--- config.mk ---
export PLATFORM = sky130hd
export DESIGN_NAME = vad_decision
export DESIGN_NICKNAME = d
export VERILOG_FILES = /design/src/rtl/vad_pkg.sv /design/src/rtl/vad_score_cmp.sv /design/src/rtl/vad_decision.sv
export SDC_FILE = /design/constraint.sdc
export NUM_CORES = 1
export LEC_CHECK = 0
export CAP_MARGIN = 15
export CORE_UTILIZATION = 45
export DETAILED_ROUTE_END_ITERATION = 12
export GPL_TIMING_DRIVEN = 0
export PLACE_DENSITY = 0.83
export SYNTH_ARGS = -nofsm -noshare
export SYNTH_HDL_FRONTEND = slang
export SYNTH_SLANG_ARGS = --single-unit
--- constraint.sdc ---
create_clock -name clk -period 2.9 [get_ports clk]
set_clock_uncertainty 0.15 [all_clocks]
set_input_delay 0.58 -clock clk [delete_from_list [all_inputs] [get_ports clk]]
set_output_delay 0.58 -clock clk [all_outputs]
set_load 0.005 [all_outputs]
--- src/rtl/vad_pkg.sv ---
// Shared types and defaults for the VAD decision stage.
package vad_pkg;

    typedef enum logic [1:0] {
        SILENCE  = 2'd0,
        ONSET    = 2'd1,
        SPEECH   = 2'd2,
        HANGOVER = 2'd3
    } vad_state_t;

    localparam int VAD_SCORE_W  = 8;
    localparam int VAD_ON_CNT   = 3;
    localparam int VAD_HANG_LEN = 8;
    localparam int VAD_FRAME_W  = 16;

    function automatic int vad_max(input int a, input int b);
        return (a > b) ? a : b;
    endfunction

endpackage

--- src/rtl/vad_score_cmp.sv ---
// Per-frame raw decision: speech wins when its score beats noise by more than MARGIN.
module vad_score_cmp
    import vad_pkg::*;
#(
    parameter int SCORE_W = VAD_SCORE_W,
    parameter int MARGIN  = 0
) (
    input  logic signed [SCORE_W-1:0] score_speech,
    input  logic signed [SCORE_W-1:0] score_noise,
    output logic                      raw
);

    // Two guard bits keep the difference exact for any pair of scores and any in-range margin.
    localparam int EXT_W = SCORE_W + 2;
    localparam logic signed [EXT_W-1:0] MARGIN_EXT = EXT_W'(MARGIN);

    logic signed [EXT_W-1:0] speech_ext;
    logic signed [EXT_W-1:0] noise_ext;
    logic signed [EXT_W-1:0] diff;

    assign speech_ext = {{2{score_speech[SCORE_W-1]}}, score_speech};
    assign noise_ext  = {{2{score_noise[SCORE_W-1]}}, score_noise};
    assign diff       = speech_ext - noise_ext;
    assign raw        = diff > MARGIN_EXT;

endmodule

--- src/rtl/vad_decision.sv ---
// VAD smoothing: frame edge detect, onset confirmation and hangover FSM.
// Optional VAD_STATS_EN adds a saturating count of speech frames.
module vad_decision
    import vad_pkg::*;
#(
    parameter int SCORE_W  = VAD_SCORE_W,
    parameter int MARGIN   = 0,
    parameter int ON_CNT   = VAD_ON_CNT,
    parameter int HANG_LEN = VAD_HANG_LEN
) (
    input  logic                      clk,
    input  logic                      rst_n,
    input  logic signed [SCORE_W-1:0] score_speech,
    input  logic signed [SCORE_W-1:0] score_noise,
    input  logic                      mac_done,
    input  logic                      flush,
    output logic                      vad_raw,
    output logic                      vad_out,
    output logic                      vad_valid,
    output logic [1:0]                fsm_state
`ifdef VAD_STATS_EN
    ,
    output logic [VAD_FRAME_W-1:0]    speech_frames
`endif
);

    localparam int CNT_W = $clog2(vad_max(ON_CNT, HANG_LEN) + 1);
    localparam logic [CNT_W-1:0] CNT_ONE   = CNT_W'(1);
    localparam logic [CNT_W-1:0] ON_LAST   = CNT_W'(ON_CNT - 1);
    localparam logic [CNT_W-1:0] HANG_INIT = CNT_W'(HANG_LEN - 1);

    vad_state_t       state, state_nxt;
    logic [CNT_W-1:0] cnt, cnt_nxt;
    logic             done_d;
    logic             accept;
    logic             raw;
    logic             out_nxt;

    vad_score_cmp #(
        .SCORE_W (SCORE_W),
        .MARGIN  (MARGIN)
    ) u_cmp (
        .score_speech (score_speech),
        .score_noise  (score_noise),
        .raw          (raw)
    );

    // A frame is the rising edge of the done level, so a long level is one frame.
    assign accept    = mac_done && !done_d;
    assign fsm_state = state;

    always_comb begin
        // NOTE: defaults first so every path assigns every output; no latches.
        state_nxt = state;
        cnt_nxt   = cnt;
        unique case (state)
            SILENCE: begin
                if (raw) begin
                    if (ON_CNT == 1) begin
                        state_nxt = SPEECH;
                    end else begin
                        state_nxt = ONSET;
                        cnt_nxt   = CNT_ONE;
                    end
                end
            end
            ONSET: begin
                if (!raw) begin
                    state_nxt = SILENCE;
                    cnt_nxt   = '0;
                end else if (cnt == ON_LAST) begin
                    state_nxt = SPEECH;
                    cnt_nxt   = '0;
                end else begin
                    cnt_nxt = cnt + CNT_ONE;
                end
            end
            SPEECH: begin
                if (!raw) begin
                    if (HANG_LEN == 0) begin
                        state_nxt = SILENCE;
                    end else begin
                        state_nxt = HANGOVER;
                        cnt_nxt   = HANG_INIT;
                    end
                end
            end
            HANGOVER: begin
                if (raw) begin
                    state_nxt = SPEECH;
                    cnt_nxt   = '0;
                end else if (cnt == '0) begin
                    state_nxt = SILENCE;
                end else begin
                    cnt_nxt = cnt - CNT_ONE;
                end
            end
        endcase
        out_nxt = (state_nxt == SPEECH) || (state_nxt == HANGOVER);
    end

    // NOTE: sequential state uses non-blocking assignments so all flops update together.
    always_ff @(posedge clk or negedge rst_n) begin
        if (!rst_n) begin
            done_d    <= 1'b0;
            state     <= SILENCE;
            cnt       <= '0;
            vad_raw   <= 1'b0;
            vad_out   <= 1'b0;
            vad_valid <= 1'b0;
        end else begin
            done_d    <= mac_done;
            vad_valid <= 1'b0;
            if (flush) begin
                state   <= SILENCE;
                cnt     <= '0;
                vad_raw <= 1'b0;
                vad_out <= 1'b0;
            end else if (accept) begin
                state     <= state_nxt;
                cnt       <= cnt_nxt;
                vad_raw   <= raw;
                vad_out   <= out_nxt;
                vad_valid <= 1'b1;
            end
        end
    end

`ifdef VAD_STATS_EN
    always_ff @(posedge clk or negedge rst_n) begin
        if (!rst_n) begin
            speech_frames <= '0;
        end else if (flush) begin
            speech_frames <= '0;
        end else if (accept && out_nxt && (speech_frames != '1)) begin
            speech_frames <= speech_frames + VAD_FRAME_W'(1);
        end
    end
`endif

endmodule

Word level (Yosys, flattened, before mapping)
Index checks and enable logic that the tools add are counted.
- add/subtract/negate cells: 3
- magnitude comparators: 1
- eq/ne operators: 9
- muxes and demuxes: 24
- reductions and logical operators: 7
- operators by type and width (operator ; number):
    4-bit 2-to-1 mux ; 8
    2-bit 2-to-1 mux ; 8
    4-bit one-hot mux with 4 select lines ; 1
    10-bit by 1-bit greater-than comparator with 1-bit output (second input constant) ; 1
    8-bit by 8-bit subtractor with 9-bit output ; 1
    2-bit == test (second input constant) ; 4
    2-bit one-hot mux with 4 select lines ; 1
    1-bit 2-to-1 mux ; 6
    3-bit != test (second input constant) ; 2
    4-bit by 1-bit adder with 4-bit output (second input constant) ; 1
    4-bit by 2-bit == test with 1-bit output (second input constant) ; 1
    4-bit logical NOT ; 1
    4-bit != test (second input constant) ; 1
    4-bit AND reduction ; 1
    4-bit by 1-bit subtractor with 4-bit output (second input constant) ; 1
    2-bit by 1-bit == test with 1-bit output (second input constant) ; 1
    2-bit logical NOT ; 1
    2-bit nonzero test ; 1
    1-bit logical AND ; 1
    1-bit logical NOT ; 1
    1-bit logical OR ; 1
- bits in registers: 10
- input port bits: 20
- output and inout port bits: 5
- logic and storage cells: 50

Depth between registers and ports, before layout
Gate-level depths: netlist of the first run.
- depth after elaboration: 8
- depth in mapped cells: 12
- gate-level depth less buffers: 12

Hierarchy
Synthesis of the first run repeated with hierarchy kept, for this count alone.
- cells, all modules: 130
- area, all modules: 1069.8 um^2
- modules (own cells, without submodules) (module ; times used ; cells each ; area an instance (um^2) ; sequential area each (um^2)):
    vad_decision ; 1 ; 75 ; 661.9 ; 250.2
    vad_score_cmp ; 1 ; 55 ; 407.9 ; 0.0

Worst setup path after synthesis of the first run
OpenSTA, ideal clock, no wires.
- kind: input port to flip-flop
- from: input port score_speech[0]
- to: register cnt[1]
- library setup time: 0.128 ns
- data arrival time: 3.444 ns
- data required time: 2.622 ns
- path slack: -0.821 ns
- cell stages on the path: 11
- buffers on the path: 0
- cells stage by stage: inv_1 -> ha_1 -> fa_1 -> and2b_1 -> o2111ai_1 -> and3_1 -> or4_4 -> o32a_4 -> o31a_1 -> a211oi_2 -> mux2_1
- longest elaborated chain between the ends: 6
- elaborated cells on any way between the ends: 11
- classes of those cells: 1 x add/sub; 1 x order compare; 3 x eq/ne; 5 x mux; 1 x reduce/logical
- RTL lines (item ; RTL line ; source):
    start, declared ; vad_decision.sv:13 ; input logic signed [SCORE_W-1:0] score_speech,
    8-bit by 8-bit subtractor with 9-bit output (*) ; vad_score_cmp.sv:23 ; assign diff = speech_ext - noise_ext;
    10-bit by 1-bit greater-than comparator with 1-bit output (*) ; vad_score_cmp.sv:24 ; assign raw = diff > MARGIN_EXT;
    4-bit 2-to-1 mux, on equally long branches ; vad_decision.sv:89, vad_decision.sv:68 ;
    4-bit one-hot mux with 4 select lines ; vad_decision.sv:56 ; unique case (state)
    4-bit 2-to-1 mux ; vad_decision.sv:119 ; end else if (accept) begin
    4-bit 2-to-1 mux ; vad_decision.sv:114 ; if (flush) begin
    end signal, assigned ; vad_decision.sv:121 ; cnt <= cnt_nxt;
    end, declared ; vad_decision.sv:33 ; logic [CNT_W-1:0] cnt, cnt_nxt;
Mark *: on every way between the ends. The rest lies on a longest branch, timed or not. The select of a mux whose other input is x is not followed.
A chain may end at the register's enable or synchronous reset.

Final worst setup path of the first run
- from: input port score_speech[0]
- to: register cnt[3]
The elaborated chain is that of the path after synthesis.

==> flow_summary.json, run 1 <==
{
  "grt_usage": 0.244,
  "arrival_ns": 3.69,
  "routabilityCongestion": 0.892,
  "num_rows": 18,
  "irDropWorstVdd_mv": 0.395,
  "p_sw_frac": 0.346,
  "cp_max_fo": 3,
  "r2r-end": "cnt[3]",
  "violations": "setup timing",
  "setup_violations": 8,
  "avgSynthCellArea_sq_um": 8.38,
  "r2r-start": "cnt[0]",
  "rrSetupSlack_ns": 0.03,
  "grt_pass1_wl_microns": 5140,
  "synth_area_sq_um": 1200,
  "grt_overflow": 0,
  "floorplan.core_area_sq_um": 2500,
  "synthFlopType": "dfrtp_1",
  "drive_gt1_frac": 0.321,
  "antenna_found_initial": 0,
  "critical_path_class": "in -> reg",
  "rsz0062_at_grt": "yes",
  "num_antenna_cells": 0,
  "final_util": 0.748,
  "ctsHoldBuffers": 0,
  "critical-path-top-delay-family": "simple AND/OR/NAND/NOR gates",
  "synth_cells": 143,
  "worst_setup_path_end_kind": "register",
  "clkSlewWorstSetupHoldPaths_ns": 0.06,
  "hold_class": "reg -> reg",
  "syn-num-nets": 176,
  "finalHoldViolCount": 0,
  "die_area_sq_um": 2870,
  "synth_area_leaders": "dfrtp_1, ha_1, a21oi_1",
  "synth_edf_count": 0,
  "cts_max_level": 1,
  "power_density_nw_per_um2": 321,
  "p_int_uw": 393,
  "critPathSlowestCell": "or4b_4",
  "hp-start": "vad_out",
  "switchingPower_uw": 208,
  "final_nets": 224,
  "fin_crit_sh": 1.26,
  "routed_wl_microns": 3290,
  "max_freq_mhz": 273,
  "async_flop_share": 1.00,
  "clockPowerShare": 0.203,
  "root_buffer": "clkbuf_4",
  "cts.sinks": 10,
  "fillers": 175,
  "min_period_ns": 3.66,
  "ff2ff_path_depth": 9,
  "synth.top_cell.area_share": 0.209,
  "routedWlPerCell_microns": 15.0,
  "ys_warn_count": 0,
  "synthTopCellsByCount": "inv_1, a21oi_1, ha_1",
  "cts_inserted_buffers": 3,
  "cts_tree": "yes",
  "grt_max_degree": 11,
  "die_h_microns": 53.6,
  "die_w_microns": 53.6,
  "hpwl_microns": 2120,
  "synth_cell_types": 53,
  "crit_chain": "buf_8 > inv_12 > ha_4 > fa_2 > and2b_1 > o2111ai_2 > and3_1 > or4_4 > or4b_4 > a311o_1 > and2_4 > o32ai_4",
  "cpPeakStageDelay_ns": 0.54,
  "drt_iter0_drc": 48,
  "dr.pass1.iters": 4,
  "synth_seq_area_share": 0.209,
  "clock_latency_ns": 0.27,
  "vias": 1314,
  "tightest_slew_ns": 0.555,
  "startpoint_type": "primary input",
  "slew_violations": 0,
  "worstHoldPathCells": 2,
  "ant_nets": 0,
  "run_status": "complete, but fails checks",
  "dp_slack_ns": -1.53,
  "ys_ff_latch": 10,
  "worstPathRequired_ns": 2.93,
  "io_pins": 25,
  "power_frac_seq": 0.254,
  "crit_buf_inv": 2,
  "area_growth_pct": 56.1,
  "fin_ws_ns": -0.764,
  "yosysMostFrequentCell": "inv_1",
  "slew_headroom": 0.628,
  "p_leak_nw": 0.791,
  "drcViolationCount": 0,
  "yosysTopAreaCell": "dfrtp_1",
  "start_util": 0.479,
  "cap_violations": 0,
  "cts_buffer_depth": 2,
  "hold_end": "vad_out",
  "grt_pass1_vias": 1172,
  "portBuffers": 24,
  "via_per_inst": 5.97,
  "combPwrFrac": 0.543
}
state kept, by name (all words and copies together), names as in the netlist:
| name | cells |
|---|---|
| cnt | 4 |
| fsm_state | 2 |
| done_d | 1 |
| vad_out | 1 |
| vad_raw | 1 |
| vad_valid | 1 |
repair_timing:
item / CTS / global route
pin swaps: 18 / 20
setup endpoints to repair: 8 / 8
gates resized for setup: 35 / 19
setup buffers: 13 / 7
metrics by stage:
stage / instances / setup TNS, ns / power, mW / area (sq um) / hold WS, ns
floorplan: 143 / -2.59 / 0.310 / 1250 / 0.134
global placement: 197 / -9.09 / 0.369 / 1530 / 0.364
detailed placement: 197 / -9.37 / 0.377 / 1530 / 0.373
CTS: 214 / -4.63 / 0.560 / 1750 / 0.382
global route: 220 / -4.36 / 0.641 / 1870 / 0.411
finish: 220 / -3.84 / 0.601 / 1870 / 0.382
worst max-delay path by stage:
stage                     from      to  slack [ns]  cells after the start
2_1_floorplan  score_speech[0]  cnt[3]       -0.62                     11
4_1_cts        score_speech[0]  cnt[1]       -0.80                     12
3_5_place_dp   score_speech[0]  cnt[2]       -1.53                     13
6_report       score_speech[0]  cnt[3]       -0.76                     12
3_3_place_gp   score_speech[0]  cnt[2]       -1.46                     13
5_1_grt        score_speech[0]  cnt[3]       -0.83                     12
worst min-delay path: stages, from the launching register on:
cell and delay, ns:
dfrtp_1 0.38, nand2_1 0.06, a21oi_1 0.06
placed cells by master, fill, tap and decap left out, drive strengths merged, types with 2 or more instances in the layout:
cell / Yosys / layout
nand3b: 2 / 2
a31oi: 4 / 4
o31a: 2 / 2
a21o: 3 / 3
or4b: 2 / 2
mux2: 2 / 2
nand3: 2 / 2
o2111ai: 2 / 2
nor3: 2 / 2
dlygate4sd2: 0 / 2
nand2b: 4 / 4
inv: 14 / 14
o21ai: 6 / 6
nand2: 7 / 7
a311o: 2 / 2
buf: 0 / 21
and3: 3 / 3
nor2b: 2 / 2
dlymetal6s2s: 0 / 4
ha: 12 / 12
o32a: 2 / 2
dfrtp: 10 / 10
xor2: 2 / 2
a211oi: 6 / 6
clkdlybuf4s50: 0 / 14
clkbuf: 3 / 8
a21oi: 12 / 12
and2: 2 / 2
o31ai: 2 / 2
o22ai: 2 / 2
nor2: 12 / 12
cell type report:
| type | count | area, sq um | area share |
|---|---|---|---|
| multi-input cells | 116 | 1060 | 0.567 |
| repair buffers | 43 | 410 | 0.219 |
| flip-flops and latches | 10 | 250 | 0.134 |
| inverters | 14 | 65.1 | 0.0348 |
| well taps | 30 | 37.5 | 0.0201 |
| clock buffers | 4 | 36.3 | 0.0194 |
| plain buffers | 3 | 11.3 | 0.00602 |
layer usage:
layer	wire length (microns)	up-vias	GRT usage	part of all wire
met5	0	-	0	0
met4	24	0	0.0439	0.0073
met3	173	4	0.0706	0.053
met2	1690	41	0.417	0.51
met1	1400	628	0.306	0.43
li1	-	641	-	-
cells by family (layout without fill, tap and decap cells):
family / after synthesis / after routing / share of synthesized area
flip-flops: 10 / 10 / 0.209
XOR/XNOR: 3 / 3 / 0.0219
multiplexers: 3 / 3 / 0.0271
AND/OR/NAND/NOR: 43 / 43 / 0.206
adder cells (fa/ha/maj): 13 / 13 / 0.142
buffers and inverters: 17 / 64 / 0.0532
AO/OA/AOI/OAI: 54 / 54 / 0.341
power groups by stage:
stage          Clock, mW  Sequential [mW]  Combinational [mW]
6_report           0.122            0.153               0.326
5_1_grt            0.136            0.154               0.352
4_1_cts            0.126            0.153               0.280
3_5_place_dp           0            0.155               0.222
3_3_place_gp           0            0.154               0.215
2_1_floorplan          0            0.153               0.157
Power figures use the tool's default switching activity.
==> run 2: changes to the inputs <==
==> constraint.sdc (replaced) <==
create_clock -name clk -period 4.1 [get_ports clk]
set_clock_uncertainty 0.15 [all_clocks]
set_input_delay 1.23 -clock clk [delete_from_list [all_inputs] [get_ports clk]]
set_output_delay 1.23 -clock clk [all_outputs]
set_load 0.005 [all_outputs]
==> run 2 against run 1 <==
Against the previous run: the run still ends with setup timing left; global-route usage decreased by 0.87 points; hold slack got worse by 0.0017 ns; sequential share of layout area increased by 0.76 points; critical path depth unchanged; combinational power decreased by 38%; sequential power decreased by 29%; via count decreased by 2.2%; design area decreased by 5.4%; count of clock-buffer cells in the layout unchanged; largest cell class unchanged; largest power group unchanged; highest routed layer unchanged.
==> flow_summary.json, run 2 (synthesized netlist as in run 1, its figures left out) <==
{
  "run_status": "complete, but fails checks",
  "violations": "setup timing",
  "cpPeakStageDelay_ns": 0.50,
  "cts.sinks": 10,
  "critical_path_class": "in -> reg",
  "ant_nets": 0,
  "cts_max_level": 1,
  "min_period_ns": 4.19,
  "num_antenna_cells": 0,
  "crit_buf_inv": 2,
  "drcViolationCount": 0,
  "slew_violations": 0,
  "routed_wl_microns": 3190,
  "start_util": 0.479,
  "via_per_inst": 6.06,
  "area_growth_pct": 47.7,
  "cts_buffer_depth": 2,
  "irDropWorstVdd_mv": 0.246,
  "critPathSlowestCell": "or4b_4",
  "r2r-end": "cnt[1]",
  "fillers": 200,
  "root_buffer": "clkbuf_4",
  "grt_overflow": 0,
  "cts_tree": "yes",
  "hold_class": "reg -> reg",
  "tightest_slew_ns": 0.530,
  "dr.pass1.iters": 4,
  "r2r-start": "cnt[0]",
  "floorplan.core_area_sq_um": 2500,
  "cap_violations": 0,
  "routedWlPerCell_microns": 15.1,
  "clock_latency_ns": 0.26,
  "worstHoldPathCells": 2,
  "power_density_nw_per_um2": 224,
  "cp_max_fo": 3,
  "die_w_microns": 53.6,
  "worstPathRequired_ns": 4.13,
  "cts_inserted_buffers": 3,
  "setup_violations": 3,
  "final_cell_mix": "clkdlybuf4s50_1, nor2_1, a21oi_1, dfrtp_1, buf_4",
  "fin_tns_setup_ns": -0.187,
  "vias": 1285,
  "io_pins": 25,
  "fin_area_sq_um": 1770,
  "hp-start": "vad_out",
  "portBuffers": 24,
  "crit_chain": "buf_8 > inv_12 > ha_4 > fa_2 > and2b_2 > o2111ai_2 > and3_1 > or4_4 > or4b_4 > a311o_1 > and2_4 > o32ai_2",
  "top_register": "cnt",
  "fin_crit_sh": 1.02,
  "grt_pass1_wl_microns": 4910,
  "num_rows": 18,
  "startpoint_type": "primary input",
  "antenna_found_initial": 0,
  "final_nets": 216,
  "grt_pass1_vias": 1174,
  "whs_ns": 0.380,
  "slew_headroom": 0.644,
  "rsz0062_at_grt": "yes",
  "rrSetupSlack_ns": 1.31,
  "worst_setup_path_end_kind": "register",
  "place_area_sq_um": 1510,
  "grt_usage": 0.236,
  "power_uw": 396,
  "clkSlewWorstSetupHoldPaths_ns": 0.06,
  "cp_num_cells": 12,
  "finalHoldViolCount": 0,
  "largest_reg_flops": 4,
  "p_leak_nw": 0.733,
  "layout_commonest_cell": "clkdlybuf4s50_1",
  "hpwl_microns": 2130,
  "drive_gt1_frac": 0.291,
  "hold_end": "vad_out",
  "drt_iter0_drc": 32,
  "arrival_ns": 4.22,
  "final_util": 0.708,
  "critical-path-top-delay-family": "simple AND/OR/NAND/NOR gates",
  "grt_max_degree": 11,
  "max_freq_mhz": 239,
  "ctsHoldBuffers": 0,
  "die_area_sq_um": 2870,
  "die_h_microns": 53.6,
  "fin_ws_ns": -0.0895,
  "ff2ff_path_depth": 9,
  "routabilityCongestion": 0.926
}
-- run 2: power breakdown --
group / switching (mW) / internal, mW / total (mW)
Clock: 0.0336 / 0.0539 / 0.0875
Combinational: 0.101 / 0.101 / 0.201
Sequential: 0.00485 / 0.103 / 0.108
Total: 0.139 / 0.257 / 0.396
-- run 2: timing repair --
action                                  in CTS  in global routing
gates resized for setup                     32                 20
pin swaps                                   14                 12
setup buffers                                7                  4
endpoints found under the setup margin       7                  4
-- run 2: worst max path at each step --
stage                     from  slack, ns  endpoint
5_1_grt        score_speech[0]      -0.19    cnt[3]
3_3_place_gp   score_speech[0]      -0.88    cnt[0]
6_report       score_speech[0]      -0.09    cnt[3]
4_1_cts        score_speech[0]      -0.20    cnt[3]
2_1_floorplan  score_speech[0]      -0.07    cnt[3]
3_5_place_dp   score_speech[0]      -0.93    cnt[0]
-- run 2: final cells by class --
type                            instances  area [sq um]  area share
Clock buffer                            4          36.3      0.0205
Sequential cell                        10           250       0.141
Buffer                                  3          11.3     0.00636
Timing Repair Buffer                   35           328       0.185
Tap cell                               30          37.5      0.0212
Inverter                               14          65.1      0.0367
Multi-Input combinational cell        116          1040       0.589
-- run 2: metal layers --
metal  part of all wire  vias to the layer above  routed length [microns]  track usage
met3              0.049                        4                      157       0.0763
li1                   -                      623                        -            -
met1               0.42                      616                     1350        0.271
met2               0.51                       42                     1640        0.417
met4              0.012                        0                       38       0.0614
met5                  0                        -                        0            0
-- run 2: metrics by stage --
stage                     setup WS (ns)  std cells
after floorplan                 -0.0706        143
after global placement           -0.881        197
after detailed placement         -0.927        197
after CTS                        -0.198        208
after global routing             -0.186        212
final                           -0.0895        212
-- run 2: worst reg2reg max path, delay by kind of cell (launching register included) --
family	cells	cell delay (ns)
compound gates	6	1.30
flops	1	0.43
mux	1	0.36
fa+ha+maj	1	0.25
buf+inv	1	0.20
